[config.mk]
export PLATFORM = sky130hd
export DESIGN_NAME = vga_timing_gen
export DESIGN_NICKNAME = d
export VERILOG_FILES = /design/src/rtl/vga_timing_pkg.sv /design/src/rtl/vga_pix_div.sv /design/src/rtl/vga_timing_gen.sv
export SDC_FILE = /design/constraint.sdc
export NUM_CORES = 1
export LEC_CHECK = 0
export CORE_MARGIN = 10
export CORE_UTILIZATION = 42
export DETAILED_ROUTE_END_ITERATION = 10
export PLACE_DENSITY = 0.72
export SETUP_SLACK_MARGIN = 0.1
export SYNTH_ARGS = -nofsm -noshare
export SYNTH_HDL_FRONTEND = slang
export SYNTH_SLANG_ARGS = --single-unit
[constraint.sdc]
create_clock -name clk -period 2.9 [get_ports clk]
set_clock_uncertainty 0.2 [all_clocks]
set_input_delay 0.58 -clock clk [delete_from_list [all_inputs] [get_ports clk]]
set_output_delay 0.58 -clock clk [all_outputs]
set_load 0.05 [all_outputs]
[src/rtl/vga_timing_pkg.sv]
// vga_timing_pkg: default 640x480@60 timing constants, derived totals and count width
package vga_timing_pkg;
  localparam int CNT_W = 10;
  localparam int CLK_DIV_DEF = 4;
  localparam int H_VISIBLE_DEF = 640;
  localparam int H_FP_DEF = 16;
  localparam int H_SYNC_DEF = 96;
  localparam int H_BP_DEF = 48;
  localparam int V_VISIBLE_DEF = 480;
  localparam int V_FP_DEF = 10;
  localparam int V_SYNC_DEF = 2;
  localparam int V_BP_DEF = 33;
  localparam int H_TOTAL_DEF = H_VISIBLE_DEF + H_FP_DEF + H_SYNC_DEF + H_BP_DEF;
  localparam int V_TOTAL_DEF = V_VISIBLE_DEF + V_FP_DEF + V_SYNC_DEF + V_BP_DEF;
endpackage

[src/rtl/vga_pix_div.sv]
// vga_pix_div: clock-enable divider, tick high during the last clk of each CLK_DIV period
module vga_pix_div #(
  parameter int CLK_DIV = 4
) (
  input  logic clk,
  input  logic rst,
  output logic tick
);
  localparam int DW = $clog2(CLK_DIV);
  logic [DW-1:0] div;
  assign tick = div == DW'(CLK_DIV - 1);
  always_ff @(posedge clk)
    div <= rst || tick ? '0 : div + 1'b1;
endmodule

[src/rtl/vga_timing_gen.sv]
// vga_timing_gen: VGA raster counters, sync/bright decode and strobes
// VGA_SYNC_DELAY_EN adds one register stage on hSync/vSync to match a registered pixel path.
module vga_timing_gen
  import vga_timing_pkg::*;
#(
  parameter int CLK_DIV = CLK_DIV_DEF,
  parameter int H_VISIBLE = H_VISIBLE_DEF,
  parameter int H_FP = H_FP_DEF,
  parameter int H_SYNC = H_SYNC_DEF,
  parameter int H_BP = H_BP_DEF,
  parameter int V_VISIBLE = V_VISIBLE_DEF,
  parameter int V_FP = V_FP_DEF,
  parameter int V_SYNC = V_SYNC_DEF,
  parameter int V_BP = V_BP_DEF
) (
  input  logic             clk,
  input  logic             rst,
  output logic [CNT_W-1:0] hCount,
  output logic [CNT_W-1:0] vCount,
  output logic             bright,
  output logic             hSync,
  output logic             vSync,
  output logic             pix_tick,
  output logic             frame_start
);
  localparam int H_TOTAL = H_VISIBLE + H_FP + H_SYNC + H_BP;
  localparam int V_TOTAL = V_VISIBLE + V_FP + V_SYNC + V_BP;
  localparam logic [CNT_W-1:0] H_LAST = CNT_W'(H_TOTAL - 1);
  localparam logic [CNT_W-1:0] V_LAST = CNT_W'(V_TOTAL - 1);
  localparam logic [CNT_W-1:0] H_VIS = CNT_W'(H_VISIBLE);
  localparam logic [CNT_W-1:0] V_VIS = CNT_W'(V_VISIBLE);
  localparam logic [CNT_W-1:0] HS_BEG = CNT_W'(H_VISIBLE + H_FP);
  localparam logic [CNT_W-1:0] HS_END = CNT_W'(H_VISIBLE + H_FP + H_SYNC);
  localparam logic [CNT_W-1:0] VS_BEG = CNT_W'(V_VISIBLE + V_FP);
  localparam logic [CNT_W-1:0] VS_END = CNT_W'(V_VISIBLE + V_FP + V_SYNC);
  if (H_TOTAL > 1024 || V_TOTAL > 1024) begin : g_bad_total
    $error("vga_timing_gen: H_TOTAL/V_TOTAL must not exceed 1024");
  end
  if (CLK_DIV < 2) begin : g_bad_div
    $error("vga_timing_gen: CLK_DIV must be at least 2");
  end
  logic tick, hs_r, vs_r;
  logic [CNT_W-1:0] h_nxt, v_nxt;
  vga_pix_div #(.CLK_DIV(CLK_DIV)) u_div (.clk(clk), .rst(rst), .tick(tick));
  // Qualifiers decode the next counts so they register on the same edge as the counts.
  always_comb begin
    h_nxt = tick ? (hCount == H_LAST ? '0 : hCount + 1'b1) : hCount;
    v_nxt = tick && hCount == H_LAST ? (vCount == V_LAST ? '0 : vCount + 1'b1) : vCount;
  end
  always_ff @(posedge clk)
    if (rst) begin
      hCount <= H_LAST;
      vCount <= V_LAST;
      bright <= 1'b0;
      hs_r <= 1'b1;
      vs_r <= 1'b1;
      pix_tick <= 1'b0;
      frame_start <= 1'b0;
    end else begin
      hCount <= h_nxt;
      vCount <= v_nxt;
      bright <= h_nxt < H_VIS && v_nxt < V_VIS;
      hs_r <= !(h_nxt >= HS_BEG && h_nxt < HS_END);
      vs_r <= !(v_nxt >= VS_BEG && v_nxt < VS_END);
      pix_tick <= tick;
      frame_start <= tick && h_nxt == '0 && v_nxt == '0;
    end
`ifdef VGA_SYNC_DELAY_EN
  always_ff @(posedge clk)
    {hSync, vSync} <= rst ? 2'b11 : {hs_r, vs_r};
`else
  assign hSync = hs_r;
  assign vSync = vs_r;
`endif
endmodule

==> results.cfg, run 1 <==
[outcome]
status = complete, no violations

[worst_setup_path]
crit_path_max_fanout = 7
critPathKind = register to register
r2r_cells = 8
crit_slowest_cell = or3_1
slowest_delay_ns = 0.45
crit_chain = ha_4 > and4bb_2 > nand4_4 > or3_1 > mux2i_1 > nor4_1 > buf_4 > or4b_1
critPathArrivalTime_ns = 2.90
reg2reg_slack_ns = 0.03
cp-start-kind = register
critical_path.top_delay_family = simple AND/OR/NAND/NOR gates
crit_cells = 8
worstSetupEndpoint = vSync$_SDFF_PP1_
reg2reg_from = hCount[0]$_SDFF_PP1_
cp.required_ns = 2.93
cp-startpoint = hCount[0]$_SDFF_PP1_
cp-end-kind = register
crit_buf_inv = 1
r2r_end = vSync$_SDFF_PP1_

[floorplan]
fp.dieW_um = 78.7
start_util_pct = 43.3
num_rows = 21
coreArea_um2 = 3340
die_area_um2 = 6190
ioPinCount = 27
fp.dieH_um = 78.7

[pwr]
p_leak_uw = 0.000741
ir_worst_vdd_uv = 247
powerDensity_nw_per_um2 = 424

[sta]
final-setup-viol-count = 0
slew-limit-headroom_pct = 65.9
finalCriticalPeriod_ns = 2.87
period_share_pct = 98.9
rsz0062_at_grt = true
final_max_slew_viol_count = 0
max_freq_ghz = 0.349
tightestPinTransition_ns = 0.511
hold_violations = 0

[route]
vias = 1483
wl_per_cell_um = 16.4
route.antenna.remaining_nets = 0
drc = 0
routed_wl_um = 4240
drtIter0Drc = 212
dr.pass1.iters = 4
avgViaCountPerCell = 5.73

[synthesis]
yosys_most_used_dff = dfxtp_1
netlist_instances = 173
yosysMostFrequentCell = dfxtp_1
synth_edf_count = 0
syn_area_um2 = 1450
ys_seq_area_share_pct = 37.4
synth_area_leaders = dfxtp_1 37%, xnor2_1 7.3%, nand2_1 4.2%
yosys-top-cells-count = 27 x dfxtp_1, 16 x nand2_1, 15 x nor2_1
yosysTopAreaCell = dfxtp_1
async_flop_share_pct = 0
synth_fp_nets = 179
yosys.cell_types.count = 45
ys_ff_latch = 27
ys_warn_count = 0
synth_area_per_cell_um2 = 8.35
synth_top_area_share_pct = 37.4

[cells_and_area]
nFillCells = 294
utilization_pct = 58.7
layout-drive-gt1-share_pct = 24.9
area_growth_pct = 35.6
num_antenna_cells = 0
instances_no_fill = 259
nets = 220

[placement]
dp_hpwl_um = 2920
port-buffer-count = 26
post-place-cells = 245
place_congestion = 0.996

[min_path]
min_path_type = register to register

[cts]
cts_root_buffer = clkbuf_4
cts_buffers = 3
cts_tree = yes
path_clk_slew_ns = 0.15
cts_buffer_depth = 2
clk_latency_ns = 0.34
htree_levels = 1
cts.sink_count = 27

[global_route]
grt_max_degree = 17
grt-ovfl-total = 0
grt_usage_pct = 12.6
grt_pass1_vias = 1414
grt_pass1_wl_um = 6490
antenna_found_initial = 0

[job]
cap_violations = 0
## registers in the layout (all words and copies together), names as in the netlist
| name | cells |
|---|---|
| hCount | 10 |
| frame_start | 1 |
| vSync | 1 |
| pix_tick | 1 |
| u_div.div | 2 |
| hSync | 1 |
| vCount | 10 |
| bright | 1 |
## cells in the final DEF, fill, tap and decap left out, types with 3 or more instances in the layout
master           synthesis  routed
dfxtp_2                  0      14
or3_4                    2       3
a21oi_1                  7       7
buf_4                    1      17
and4_1                   3       3
dfxtp_4                  0       5
clkdlybuf4s50_1          0      26
o21ai_0                  4       4
nand3_1                  8       8
dfxtp_1                 27       8
clkbuf_4                 1       3
nand4_1                  4       4
ha_1                     4       3
nand2_1                 16      16
xnor2_1                 12      12
inv_1                    8       8
and3_1                   5       5
nor2_1                  15      15
o21ai_1                  4       4
nor3_1                  11      10
a211oi_1                 3       3
## what timing repair did
item | 4_1_cts | 5_1_grt
hold buffers | 0 | 0
setup endpoints to repair | 1 | 1
pin swaps | 1 | 1
gates resized for setup | 0 | 6
setup buffers | 0 | 10
## where the power goes
part	leakage (uW)	switching [uW]	internal, uW
Combinational	0.000501	149	101
Clock	0.0000183	117	54.0
Sequential	0.000221	20.9	388
Total	0.000741	287	543
## logic make-up (layout without fill, tap and decap cells)
family          after synthesis  after routing  synth area share, %
compound gates               28             28                 11.9
xor+xnor                     13             13                 7.88
fa+ha+maj                     4              4                 3.46
buf+inv                      16             56                 4.76
flops                        27             27                 37.4
mux                           2              2                 1.39
simple gates                 83             83                 33.2
## per-layer routing
metal | global-route usage (%) | routed length [um]
met1 | 14.3 | 1630
met2 | 21.0 | 2070
met3 | 4.10 | 408
met4 | 5.56 | 129
met5 | 0 | 0
## area by class of cell
type	count	area (um2)	share of cell area (%)
multi-input cells	130	867	44.3
inverters	8	30.0	1.53
clock buffers	3	22.5	1.15
repair buffers	44	399	20.4
well taps	46	57.6	2.94
clock inverters	1	6.26	0.319
flip-flops and latches	27	577	29.4
## worst min path at each step
stage,startpoint,endpoint,slack (ns),cells after the start
6_report,u_div.div[0]$_SDFF_PP0_,u_div.div[0]$_SDFF_PP0_,0.24,1
5_1_grt,u_div.div[0]$_SDFF_PP0_,u_div.div[0]$_SDFF_PP0_,0.27,1
4_1_cts,u_div.div[0]$_SDFF_PP0_,u_div.div[0]$_SDFF_PP0_,0.24,1
3_5_place_dp,u_div.div[0]$_SDFF_PP0_,u_div.div[0]$_SDFF_PP0_,0.22,1
3_3_place_gp,u_div.div[0]$_SDFF_PP0_,u_div.div[0]$_SDFF_PP0_,0.21,1
2_1_floorplan,u_div.div[0]$_SDFF_PP0_,u_div.div[0]$_SDFF_PP0_,0.20,1
## through the flow
stage	power [uW]	worst slack (ns)	hold WS [ns]	TNS, ns	cell area (um2)
6_report	830	0.0325	0.241	0	1960
5_1_grt	873	-0.154	0.272	-0.154	1960
4_1_cts	817	0.114	0.243	0	1860
3_5_place_dp	648	0.102	0.223	0	1830
3_3_place_gp	642	0.195	0.215	0	1830
2_1_floorplan	585	0.113	0.204	0	1490
## worst register-to-register path: cells and delay by family, from the launching register on
| family | cells | cell delay (ns) |
|---|---|---|
| flip-flops | 1 | 0.40 |
| buffers and inverters | 1 | 0.20 |
| AND/OR/NAND/NOR | 5 | 1.63 |
| adder cells (fa/ha/maj) | 1 | 0.16 |
| multiplexers | 1 | 0.19 |
(Power assumes the default switching activity.)
==> run 2, diff against run 1 <==
Settings changed: REMOVE_ABC_BUFFERS set to 1.
==> results.cfg, run 2 (same netlist as run 1, synthesis figures left out) <==
[min_path]
min_path_type = register to register
hold-path-endpoint = u_div.div[0]$_SDFF_PP0_
holdPathStages = 1
hp-start = u_div.div[0]$_SDFF_PP0_

[worst_setup_path]
r2r_cells = 6
crit_path_max_fanout = 4
crit_slowest_cell = or4b_1
cp.required_ns = 2.91
crit_chain = or3_4 > or3_4 > and3_4 > a211o_1 > or3_4 > or4b_1
critPathArrivalTime_ns = 2.77
critPathKind = register to register
slowest_delay_ns = 0.46
cp-end-kind = register
r2r_end = vSync$_SDFF_PP1_
reg2reg_from = vCount[5]$_SDFF_PP0_
cpMostUsedCell = or3_4
cp-start-kind = register
reg2reg_slack_ns = 0.14

[global_route]
antenna_found_initial = 0
grt_usage_pct = 12.0
grt_max_degree = 16
grt_pass1_vias = 1384
grt-ovfl-total = 0
grt_pass1_wl_um = 6180

[route]
routed_wl_um = 3860
drc = 0
wl_per_cell_um = 14.7
drtIter0Drc = 95
vias = 1427
avgViaCountPerCell = 5.45
route.antenna.remaining_nets = 0
dr.pass1.iters = 4

[sta]
slew-limit-headroom_pct = 65.6
rsz0062_at_grt = true
finalCriticalPeriod_ns = 2.76
hold_slack_ns = 0.255
hold_violations = 0
max_freq_ghz = 0.362
final_max_slew_viol_count = 0
tightestPinTransition_ns = 0.515
final-setup-viol-count = 0
period_share_pct = 95.2

[cells_and_area]
instances_no_fill = 262
stdcell_area_um2 = 1940
nets = 223
area_growth_pct = 34.5
num_antenna_cells = 0
layout-drive-gt1-share_pct = 19.9
reg_top3 = hCount (10), vCount (10), u_div.div (2)
final_cell_mix = 26 x clkdlybuf4s50_1, 21 x buf_4, 20 x dfxtp_1, 16 x nand2_1, 15 x nor2_1
layout_commonest_cell = clkdlybuf4s50_1
nFillCells = 313

[pwr]
seq_power_share_pct = 48.9
clkPwrFrac_pct = 19.9
p_leak_uw = 0.000751
powerDensity_nw_per_um2 = 419
ir_worst_vdd_uv = 217
p_int_uw = 539
p_switching_uw = 276
power_frac_comb_pct = 31.2
p_sw_share_pct = 33.9

[cts]
cts_root_buffer = clkbuf_4
cts_tree = yes
cts_buffers = 3
cts.sink_count = 27
clk_latency_ns = 0.32
path_clk_slew_ns = 0.15
cts_buffer_depth = 2
htree_levels = 1
cts_hold_buf = 0

[floorplan]
fp.dieH_um = 78.7
start_util_pct = 43.3
coreArea_um2 = 3340
ioPinCount = 27
die_area_um2 = 6190
num_rows = 21
fp.dieW_um = 78.7

[placement]
post-place-cells = 253
port-buffer-count = 26
placed_cell_area_um2 = 1840
dp_hpwl_um = 2990
place_congestion = 0.920

[outcome]
status = complete, no violations

[job]
cap_violations = 0
==> run 2: cell types whose count changed in the layout (fill, tap and decap cells not counted) <==
cell / change
dfxtp_1: +12
dfxtp_2: -10
buf_4: +4
dfxtp_4: -2
and3_1: -1
and3_4: +1
buf_6: -1
clkinv_2: +1
ha_1: +1
ha_4: -1
inv_4: -1
nor3_1: +1
nor3_2: -1
==> run 2: routing by layer <==
layer	up-vias	global-route usage, %	part of all wire, %
met5	-	0	0
li1	700	-	-
met4	0	5.02	2.2
met3	8	4.67	7.8
met1	676	12.2	42
met2	43	21.5	48
==> run 2: critical path, delay by kind of cell, from the launching register on <==
family             cells  cell delay [ns]
and+or+nand+nor        5             1.76
AOI/OAI and AO/OA      1             0.30
DFF                    1             0.39
==> run 2: final cells by class <==
type | count | area, um2 | area share [%]
Clock buffer | 3 | 22.5 | 1.16
Clock inverter | 1 | 5.00 | 0.257
Inverter | 8 | 30.0 | 1.54
Multi-Input combinational cell | 130 | 855 | 44.0
Sequential cell | 27 | 557 | 28.6
Tap cell | 46 | 57.6 | 2.96
Timing Repair Buffer | 47 | 418 | 21.5
==> run 2: power by group through the flow <==
stage	registers, uW	logic (uW)	clock network [uW]
5_1_grt	401	274	178
6_report	399	254	162
2_1_floorplan	462	109	0
3_3_place_gp	409	240	0
3_5_place_dp	409	244	0
4_1_cts	401	245	168
==> run 2: worst max path at each step <==
stage	start	to	slack, ns	cells past startpoint
after floorplan	hCount[0]$_SDFF_PP1_	vSync$_SDFF_PP1_	-0.34	7
after global placement	vCount[0]$_SDFF_PP0_	vSync$_SDFF_PP1_	0.18	8
after detailed placement	vCount[0]$_SDFF_PP0_	vSync$_SDFF_PP1_	0.12	8
after CTS	vCount[7]$_SDFF_PP0_	vSync$_SDFF_PP1_	0.11	6
after global routing	hCount[0]$_SDFF_PP1_	vSync$_SDFF_PP1_	0.07	8
final	vCount[5]$_SDFF_PP0_	vSync$_SDFF_PP1_	0.14	6
==> run 2: timing repair <==
item	CTS	global route
pin swaps	0	7
buffers inserted	0	5
endpoints found under the setup margin	1	1
gates resized for setup	1	12
cloned	0	0
==> run 2: through the flow <==
| step | TNS [ns] | setup slack [ns] | power [uW] | util [%] |
|---|---|---|---|---|
| detailed placement | 0 | 0.118 | 653 | 55.3 |
| global placement | 0 | 0.177 | 649 | 55.3 |
| finish | 0 | 0.140 | 815 | 58.3 |
| CTS | 0 | 0.112 | 814 | 56.1 |
| floorplan | -0.350 | -0.343 | 572 | - |
| global route | 0 | 0.0682 | 852 | 58.3 |
==> run 3, diff against run 2 <==
Settings changed: PLACE_DENSITY 0.72 to 0.7.
Clock period 2.9 ns to 2.8 ns, I/O delays scaled along.
==> results.cfg, run 3 (same netlist as run 1, synthesis figures left out) <==
[worst_setup_path]
cp-startpoint = vCount[1]$_SDFF_PP0_
critPathKind = register to register
critPathArrivalTime_ns = 2.75
crit_path_max_fanout = 5
cp-start-kind = register
cp.required_ns = 2.82
reg2reg_from = vCount[1]$_SDFF_PP0_
cp-end-kind = register

[sta]
slew-limit-headroom_pct = 66.1
final_max_slew_viol_count = 0
period_share_pct = 97.6
tightestPinTransition_ns = 0.506
hold_violations = 0
final-setup-viol-count = 0
max_freq_ghz = 0.366
rsz0062_at_grt = true
finalCriticalPeriod_ns = 2.73
setup_tns_ns = 0

[cells_and_area]
area_growth_pct = 38.1
num_antenna_cells = 0
stdcell_area_um2 = 2000
instances_no_fill = 269
layout_commonest_cell = buf_4
nets = 230
layout-drive-gt1-share_pct = 23.3
reg_top3 = hCount (10), vCount (10), u_div.div (2)
final_cell_mix = 27 x buf_4, 26 x clkdlybuf4s50_1, 18 x dfxtp_1, 16 x nand2_1, 15 x nor2_1

[placement]
port-buffer-count = 26
post-place-cells = 258
dp_hpwl_um = 3040
place_congestion = 0.893
placed_cell_area_um2 = 1880

[cts]
cts_hold_buf = 0
cts_tree = yes
cts.sink_count = 27
cts_buffers = 3
clk_latency_ns = 0.32
cts_buffer_depth = 2
cts_root_buffer = clkbuf_4
path_clk_slew_ns = 0.14
htree_levels = 1

[global_route]
grt-ovfl-total = 0
grt_pass1_vias = 1400
grt_usage_pct = 12.6
grt_pass1_wl_um = 6550
antenna_found_initial = 0
grt_max_degree = 15

[min_path]
hp-start = u_div.div[0]$_SDFF_PP0_
min_path_type = register to register

[route]
routed_wl_um = 4010
route.antenna.remaining_nets = 0
wl_per_cell_um = 14.9
vias = 1441
drc = 0
dr.pass1.iters = 4
avgViaCountPerCell = 5.36
drtIter0Drc = 65

[floorplan]
die_area_um2 = 6190
fp.dieH_um = 78.7
start_util_pct = 43.3
num_rows = 21
fp.dieW_um = 78.7
coreArea_um2 = 3340
ioPinCount = 27

[pwr]
p_leak_uw = 0.000767
powerDensity_nw_per_um2 = 432
ir_worst_vdd_uv = 282

[outcome]
status = complete, no violations

[job]
cap_violations = 0
## run 3: through the flow
| step | hold WS (ns) | setup slack (ns) | power, uW | util [%] |
|---|---|---|---|---|
| after floorplan | 0.200 | -0.443 | 592 | - |
| after global placement | 0.215 | 0.101 | 675 | 56.4 |
| after detailed placement | 0.224 | 0.0143 | 680 | 56.4 |
| after CTS | 0.244 | 0.0625 | 853 | 58.1 |
| after global routing | 0.260 | 0.000654 | 909 | 59.8 |
| final | 0.241 | 0.0677 | 861 | 59.8 |
## run 3: cell type report
class                           count  area, um2
Inverter                            8       30.0
Timing Repair Buffer               54        474
Fill cell                         313       1340
Clock buffer                        4       26.3
Sequential cell                    27        557
Tap cell                           46       57.6
Multi-Input combinational cell    130        851
## run 3: path summary, 6_finish.rpt
path	depth (start not counted)	to	slack (ns)
setup reg to reg	8	vSync$_SDFF_PP1_	0.07
hold reg to reg	1	u_div.div[0]$_SDFF_PP0_	0.24
hold / removal	1	u_div.div[0]$_SDFF_PP0_	0.24
setup / recovery	8	vSync$_SDFF_PP1_	0.07
## run 3: timing repair
item,in CTS,in global routing
setup buffers,3,4
endpoints found under the setup margin,1,1
gates resized for setup,5,10
pin swaps,1,3
## run 3: worst max-delay path, cell delays in order, from the launching register on
cell       delay (ns)
dfxtp_4          0.39
inv_1            0.06
ha_1             0.14
nand4bb_1        0.13
or3_4            0.41
and3_4           0.17
a211o_1          0.30
or3_4            0.34
or4b_1           0.47
## run 3: layer usage
layer | share of wire [%] | track usage [%]
met5 | 0 | 0
met4 | 0.90 | 4.12
met3 | 8.6 | 4.78
met2 | 47 | 20.8
met1 | 43 | 14.7
## run 3: power by group
| part | switching (uW) | internal [uW] |
|---|---|---|
| registers | 10.6 | 401 |
| logic | 164 | 116 |
| clock network | 114 | 55.8 |
| total | 289 | 572 |
